### src/rtl/klingon_scan_ctrl.sv
// Time-multiplexes NUM_DIGITS Klingon digits onto one shared 7-seg glyph decoder, blanking between digits.
// Latency: all outputs registered; a load reaches the display at the next frame boundary (or one cycle later when idle).
// Backpressure: load_ready drops for the cycle after a capture and stays low until the pending word is committed.
//
// Ports:
//   clk, reset         rising-edge clock, synchronous active-high reset
//   enable             1 = scanning, 0 = display off (IDLE)
//   load_valid/_data   producer word, digit i = load_data[4i+3:4i], digit 0 rightmost
//   load_ready         pending buffer empty, a load offered now is accepted
//   code               4-bit code to the glyph decoder, 4'hF = blank
//   digit_sel          one-hot digit enable, all zero while blanked
//   scan_idx           index of the digit owning the current slot
//   frame_done         one-cycle pulse after the last digit's drive slot ends
module klingon_scan_ctrl #(
  parameter int NUM_DIGITS   = 4,
  parameter int DWELL_CYCLES = 1000,
  parameter int BLANK_CYCLES = 16
) (
  input  logic                          clk,
  input  logic                          reset,
  input  logic                          enable,
  input  logic                          load_valid,
  input  logic [4*NUM_DIGITS-1:0]       load_data,
  output logic                          load_ready,
  output logic [3:0]                    code,
  output logic [NUM_DIGITS-1:0]         digit_sel,
  output logic [$clog2(NUM_DIGITS)-1:0] scan_idx,
  output logic                          frame_done
);

  localparam int IW   = $clog2(NUM_DIGITS);
  localparam int MAXC = (DWELL_CYCLES > BLANK_CYCLES) ? DWELL_CYCLES : BLANK_CYCLES;
  localparam int CW   = $clog2(MAXC + 1);
  localparam int DW   = 4 * NUM_DIGITS;

  typedef enum logic [1:0] {
    IDLE  = 2'd0,
    BLANK = 2'd1,
    DRIVE = 2'd2
  } state_t;

  state_t        state, state_n;
  logic [IW-1:0] idx, idx_n;
  logic [CW-1:0] cnt, cnt_n;
  logic [DW-1:0] active, active_n;
  logic [DW-1:0] pend_dat, pend_dat_n;
  logic          pend_vld, pend_vld_n;
  logic          frame_done_n;

  logic [3:0]            code_n;
  logic [NUM_DIGITS-1:0] digit_sel_n;

  logic capture;
  logic blank_last;
  logic drive_last;
  logic idx_last;

  assign capture    = load_valid & load_ready;
  assign blank_last = (cnt == CW'(BLANK_CYCLES - 1));
  assign drive_last = (cnt == CW'(DWELL_CYCLES - 1));
  assign idx_last   = (idx == IW'(NUM_DIGITS - 1));

  // State register and registered outputs.
  always_ff @(posedge clk) begin
    if (reset) begin
      state      <= IDLE;
      idx        <= '0;
      cnt        <= '0;
      active     <= '1;
      pend_dat   <= '0;
      pend_vld   <= 1'b0;
      load_ready <= 1'b1;
      code       <= 4'hF;
      digit_sel  <= '0;
      scan_idx   <= '0;
      frame_done <= 1'b0;
    end else begin
      state      <= state_n;
      idx        <= idx_n;
      cnt        <= cnt_n;
      active     <= active_n;
      pend_dat   <= pend_dat_n;
      pend_vld   <= pend_vld_n;
      load_ready <= ~pend_vld_n;
      code       <= code_n;
      digit_sel  <= digit_sel_n;
      scan_idx   <= idx_n;
      frame_done <= frame_done_n;
    end
  end

  // Next-state, buffer and counter logic.
  always_comb begin
    state_n      = state;
    idx_n        = idx;
    cnt_n        = cnt;
    active_n     = active;
    pend_dat_n   = pend_dat;
    pend_vld_n   = pend_vld;
    frame_done_n = 1'b0;

    case (state)
      IDLE: begin
        idx_n = '0;
        cnt_n = '0;
        // Nothing is on screen, so a pending word can go live immediately.
        if (pend_vld) begin
          active_n   = pend_dat;
          pend_vld_n = 1'b0;
        end
        if (enable) begin
          state_n = BLANK;
        end
      end

      BLANK: begin
        if (!enable) begin
          state_n = IDLE;
          idx_n   = '0;
          cnt_n   = '0;
        end else if (blank_last) begin
          state_n = DRIVE;
          cnt_n   = '0;
        end else begin
          cnt_n = cnt + CW'(1);
        end
      end

      DRIVE: begin
        if (!enable) begin
          state_n = IDLE;
          idx_n   = '0;
          cnt_n   = '0;
        end else if (drive_last) begin
          state_n = BLANK;
          cnt_n   = '0;
          if (idx_last) begin
            // Frame boundary: the only point mid-scan where the active word may change.
            idx_n        = '0;
            frame_done_n = 1'b1;
            if (pend_vld) begin
              active_n   = pend_dat;
              pend_vld_n = 1'b0;
            end
          end else begin
            idx_n = idx + IW'(1);
          end
        end else begin
          cnt_n = cnt + CW'(1);
        end
      end

      default: begin
        state_n = IDLE;
        idx_n   = '0;
        cnt_n   = '0;
      end
    endcase

    // load_ready is only high when pending is empty, so capture never collides with a commit.
    if (capture) begin
      pend_dat_n = load_data;
      pend_vld_n = 1'b1;
    end
  end

  // Output decode from next state so the registered outputs line up with the state register.
  always_comb begin
    code_n      = 4'hF;
    digit_sel_n = '0;
    if (state_n == DRIVE) begin
      for (int i = 0; i < NUM_DIGITS; i++) begin
        if (idx_n == IW'(i)) begin
          code_n = active_n[4*i +: 4];
        end
      end
      digit_sel_n[idx_n] = 1'b1;
    end
  end

endmodule
### config.mk
export PLATFORM = sky130hd
export DESIGN_NAME = klingon_scan_ctrl
export DESIGN_NICKNAME = d
export VERILOG_FILES = /design/src/rtl/klingon_scan_ctrl.sv
export SDC_FILE = /design/constraint.sdc
export NUM_CORES = 1
export LEC_CHECK = 0
export ABC_CLOCK_PERIOD_IN_PS = 3040
export CORE_ASPECT_RATIO = 1.25
export CORE_MARGIN = 1.5
export CORE_UTILIZATION = 50
export CTS_BUF_LIST = sky130_fd_sc_hd__clkbuf_8
export DETAILED_ROUTE_END_ITERATION = 7
export PLACE_DENSITY_LB_ADDON = 0.3
export RECOVER_POWER = 25
export SYNTH_ARGS = -nofsm -noshare
export SYNTH_HDL_FRONTEND = slang
export SYNTH_SLANG_ARGS = --single-unit
### constraint.sdc
create_clock -name clk -period 3.04 [get_ports clk]
set_input_delay 0.608 -clock clk [delete_from_list [all_inputs] [get_ports clk]]
set_output_delay 0.608 -clock clk [all_outputs]
set_load 0.02 [all_outputs]
==> results.cfg <==
[synthesis]
yosys.area_share.simple_pct = 23.9
synth_ff_type = dfxtp_1
syn_area_mm2 = 0.00244
synth_compound_area_share_pct = 18.0
synth.area.mux_share_pct = 0.819
synth-xor-area-share_pct = 2.87
synth_fa_ha_area_share_pct = 3.07
syn_avg_cell_area_um2 = 8.95
synth_cell_type_count = 46
ys_ff_latch = 57
ys_seq_area_share_pct = 46.7
netlist.area_leader.share_pct = 46.7
async_flop_share_pct = 0
synth_warnings = 0
synthTopCellsByArea = dfxtp_1 47%, nand2_1 5.8%, a21oi_1 4.1%, nor2_1 3.5%, ha_1 3.1%
netlist_instances = 273
yosys.area.top_type = dfxtp_1
synth_top_family_by_area = simple AND/OR/NAND/NOR gates
syn_nets = 299
synth_edf_count = 0

[sta]
period_share_pct = 86.4
tightest_slew_ns = 0.786
slew_viol_final = 0
fin_crit_ns = 2.63
hold_viol = 0
fin_hold_ws_ns = 0.439
slew_headroom_pct = 47.6
finalSetupViolations = 0
fmax_ghz = 0.381
tns_ns = 0
setup_ws_ns = 0.412
rsz0062_at_grt = false
skew_ns = 0.00971

[grt]
grt_util_all_layers_pct = 21.6
grt_antenna_before_repair = 0
grt_max_degree = 38
grt_pass1_wl_mm = 8.65
overflow = 0
first_global_vias = 1874

[clock_tree]
clkTransAtPathRegs_ns = 0.06
cts.repair.resized = 0
insertion_delay_ns = 0.33
clock-sinks = 57
postCtsSetupRepairBufs = 0
ctsLongestPathBuffers = 2
holdBufCountCts = 0
cts_max_level = 3
clockRootBuffer = clkbuf_8
numCtsBuffers = 9
cts_tree = built

[power]
power_leakage_nw = 1.13
vdd.ir_drop.worst_v = 0.000403
p_total_w = 0.00166
power_density_mw_per_mm2 = 561

[die]
die_height_um = 81.2
coreArea_mm2 = 0.00473
ios = 32
fp-row-count = 28
die_area_mm2 = 0.00532
fp.dieW_um = 65.5
initial_utilization_pct = 51.7

[placement]
dp_hpwl_mm = 3.51
dp_slack_ns = 0.323
place.gp.congestion = 0.858
numPortBuffers = 31

[drt]
wl_per_cell_um = 13.8
ant_nets = 0
drc = 0
vias = 2004
via_per_inst = 5.51
wl_mm = 5.02
drtPass1Iterations = 4
drtIter0Drc = 131

[setup_path]
worstPathRequired_ns = 3.25
critPathArrivalTime_ns = 2.84
start_kind = flip-flop
crit_type = reg2reg
cp-end-kind = flip-flop
cp_max_fo = 11

[finish]
final_cell_mix = 57 x dfxtp_1, 38 x nand2_1, 30 x clkdlybuf4s50_1
post-route-util_pct = 62.5
final_nets = 327
n_fill_cell = 414
antenna_cells = 0
layout_commonest_cell = dfxtp_1
area_growth_pct = 21.0
multi_input_area_mm2 = 0.00119
drive_gt1_share_pct = 6.91
regArea_mm2 = 0.00114

[run_status]
outcome = completed

[worst_hold_path]
holdCritPathClass = reg2reg

[flow_run]
maxCapViolCount = 0
cell usage after synthesis, types with 5 or more instances:
library cell	instances
dfxtp_1	57
nand2_1	38
nor2_1	23
a21oi_1	20
nand3_1	11
clkbuf_1	10
nand2b_1	9
a22oi_1	7
o21ai_0	7
ha_1	6
inv_1	6
and2_1	5
or2_1	5
area by class of cell:
type                       count  area share (%)
clock inverter                 5            2.50
sequential                    57            38.6
clock buffer                   9            4.19
multi-input combinational    193            40.2
timing repair buffer          34            11.3
inverter                       6           0.762
tap                           60            2.54
stage by stage:
stage	cell area (um^2)	std cells
floorplan	2440	273
global placement	2760	350
detailed placement	2760	350
CTS	2960	364
global route	2960	364
finish	2960	364
critical path, stage by stage (launching register included):
cell and delay (ns):
dfxtp_1 0.35, inv_1 0.11, ha_1 0.38, or3b_1 0.39, nor4_1 0.33, o311ai_1 0.29, or2_1 0.36, o211ai_1 0.19
a2bb2oi_1 0.10
registers in the layout (all words and copies together), names as in the netlist:
name,count
frame_done,1
cnt,10
state,2
code,4
pend_vld,1
pend_dat,16
load_ready,1
digit_sel,4
idx,2
active,16
cell families after synthesis:
family | after synthesis
compound gates | 63
xor+xnor | 8
fa+ha+maj | 6
buf+inv | 23
flops | 57
mux | 2
simple gates | 114
worst paths after layout:
| check | endpoint | slack (ns) | startpoint | cells after the start |
|---|---|---|---|---|
| min reg2reg | cnt[0]$_SDFF_PP0_ | 0.44 | cnt[0]$_SDFF_PP0_ | 1 |
| max | code[1]$_SDFF_PP1_ | 0.41 | state[0]$_SDFF_PP0_ | 8 |
| min | cnt[0]$_SDFF_PP0_ | 0.44 | cnt[0]$_SDFF_PP0_ | 1 |
| max reg2reg | code[1]$_SDFF_PP1_ | 0.41 | state[0]$_SDFF_PP0_ | 8 |
power by group:
part	internal, W	switching (W)
Combinational	0.0000657	0.0000721
Sequential	0.000781	0.0000163
Clock	0.000446	0.000278
Total	0.00129	0.000367
layer usage:
| layer | share of wire [%] | vias up | track usage, % |
|---|---|---|---|
| met3 | 4.1 | 13 | 5.82 |
| met4 | 3.0 | 0 | 12.7 |
| met1 | 46 | 926 | 27.0 |
| met2 | 47 | 49 | 33.4 |
| li1 | - | 1016 | - |
| met5 | 0 | - | 0 |
Power figures use the tool's default switching activity.
==> RTL edit: new RTL, config.mk and constraints unchanged <==
`DWELL_CYCLES`: 1000 -> 500.
--- a/src/rtl/klingon_scan_ctrl.sv
+++ b/src/rtl/klingon_scan_ctrl.sv
@@ -15,3 +15,3 @@
   parameter int NUM_DIGITS   = 4,
-  parameter int DWELL_CYCLES = 1000,
+  parameter int DWELL_CYCLES = 500,
   parameter int BLANK_CYCLES = 16
Formal check against the unedited RTL: same outputs for any inputs over 10 cycles, from zero or initial values and one cycle with reset high; that may be too few to reach the edited logic, so the function may still have changed.
==> RTL edit against the unedited design <==
  * Cell area is 4.1% lower
  * Setup slack worse by 0.0047 ns
  * First-iteration DRC count is 35% lower
  * Area after synthesis is 4.1% lower
  * Largest cell class unchanged
  * Critical endpoint is now code[3]
  * Non-clock buffer count is 5 higher
  * Final cell count is 3.6% lower
  * Critical path type is now in2reg
  * Sequential cell count is 1 lower
  * Total power is 17% lower
  * Wire length is 5.1% lower
==> RTL edit: results (changes against the unedited design) <==
detailed-route vias per instance 5.40 (-1.9%); synth top area cells sky130_fd_sc_hd__dfxtp_1 (48%), sky130_fd_sc_hd__nand2_1 (6.9%), sky130_fd_sc_hd__a21oi_1 (4.3%); fraction of the mapped netlist area in adder cells 3.20% (+0.13 points); starting DRC count in detailed routing 85 (-35%); worst vdd rail ir drop 0.322 mV (-20%); ranking of synthesized cells by instance count sky130_fd_sc_hd__dfxtp_1 (56), sky130_fd_sc_hd__nand2_1 (43), sky130_fd_sc_hd__nor2_1 (21); largest registers in the final layout active x16, pend_dat x16, cnt x9; Worst-Skew Late Latency 0.31 ns (-0.02 ns); worst endpoint data arrival time 2.83 ns (about the same); endpoint of the worst register-to-register path code[3]; Clock H-tree levels 2 (-1); parity-gate share of the synthesized area counting xor and xnor cells 2.62% (-0.25 points); launch point of the critical path enable; run status finished clean; clock input transition at the sequential cells of the worst setup and hold paths 0.10 ns (+0.04 ns); biggest cell delay along the critical path 0.64 ns (+0.25 ns); first-pass GRT wire length 8.31 mm (-3.8%); Hold WC Path Type reg2reg; ratio of cells with drive above 1 in the final layout 10.9% (+4.0 points); routed len/inst 13.6 µm (-1.6%); instance area after placement 2740 µm² (-0.64%); sequential share of the synthesized area 47.8% (+1.1 points); slowest stage cell on the critical path sky130_fd_sc_hd__clkdlybuf4s50_1; Layout Cells excl Fill 351 (-3.6%); net count reported at finish 318 (-2.8%); Synthesized Nets 284 (-5.0%); pre-CTS setup slack 0.101 ns (-0.222 ns); family with the most delay on the worst path compound AO/OA/AOI/OAI gates; placer congestion estimate 0.907 (+5.7%); remaining number of nets flagged by the antenna check after routing 0 (unchanged); async set-reset flop share out of synthesis 0% (unchanged); Warnings, synthesis 0 (unchanged); distinct cell type count of the synthesized netlist 49 (+6.5%); GRT Overall Usage 20.7% (-0.89 points); category of the critical setup timing path in2reg; number of standard cells after synthesis 258 (-5.5%); Net Sw Power 0.336 mW (-8.5%); clock tree skew after final layout 0.00995 ns (+0.000243 ns); # placed instances 343 (-2.0%); timing-limited maximum frequency 380 MHz (-0.18%); number of global-route vias before repair 1883 (+0.48%); Final HPWL DP 3.41 mm (-2.7%); share of the synthesized area in compound gates (AO/OA/AOI/OAI) 20.2% (+2.2 points); Register-to-Register Path Depth 7 (-1); pin count of the biggest net entering global routing 39 (+2.6%); Worst Tran Pin Value 0.830 ns (+0.0443 ns); reg-to-reg startpoint cnt[0]; utilization of the core after routing 63.6% (+1.1 points); static leakage power 1.07 nW (-5.6%); number of buffers inserted during clock tree synthesis 5 (-4); flop-to-flop setup slack 0.50 ns (+0.09 ns); number of instances resized during post-cts repair 0 (unchanged); Filler Cells Inserted 411 (-0.72%); multiplexer area fraction after synthesis 1.39% (+0.57 points)
RTL edit: cell types whose count changed after synthesis, sizes merged, moves of 4 or more:
cell and change:
o22ai +4, nand3 -6, nand3b -4, nand2 +6
buf -6
RTL edit: power groups by stage:
stage | sequential [mW] | combinational [mW] | clock [mW]
2_1_floorplan | 0.799 | 0.118 | 0
3_3_place_gp | 0.803 | 0.180 | 0
3_5_place_dp | 0.804 | 0.182 | 0
4_1_cts | 0.787 | 0.183 | 0.419
5_1_grt | 0.790 | 0.205 | 0.448
6_report | 0.786 | 0.182 | 0.410
RTL edit: kinds of logic (layout without fill, tap and decap cells):
| group | Yosys count | after routing |
|---|---|---|
| xor+xnor | 7 | 7 |
| simple gates | 105 | 105 |
| flops | 56 | 56 |
| compound gates | 63 | 63 |
| fa+ha+maj | 6 | 6 |
| mux | 3 | 3 |
| buf+inv | 18 | 53 |
RTL edit: routing by layer:
layer / global-route usage [%] / part of all wire, % / vias to the layer above
met3: 4.23 / 3.0 / 5
li1: - / - / 966
met4: 8.09 / 1.3 / 0
met1: 24.3 / 43 / 892
met5: 0 / 0 / -
met2: 36.9 / 52 / 33
RTL edit: how the worst min path moves through the flow:
stage,start,to,slack [ns],depth (start not counted)
floorplan,cnt[0],cnt[0],0.41,1
global placement,cnt[0],cnt[0],0.43,1
detailed placement,cnt[0],cnt[0],0.43,1
CTS,cnt[0],cnt[0],0.45,1
global route,cnt[0],cnt[0],0.48,1
finish,cnt[0],cnt[0],0.44,1
RTL edit: cell type report:
| type | count | area share, % |
|---|---|---|
| Timing Repair Buffer | 39 | 13.1 |
| Tap cell | 58 | 2.56 |
| Clock inverter | 2 | 0.397 |
| Clock buffer | 6 | 2.91 |
| Inverter | 6 | 0.794 |
| Sequential cell | 56 | 39.5 |
| Multi-Input combinational cell | 184 | 40.7 |
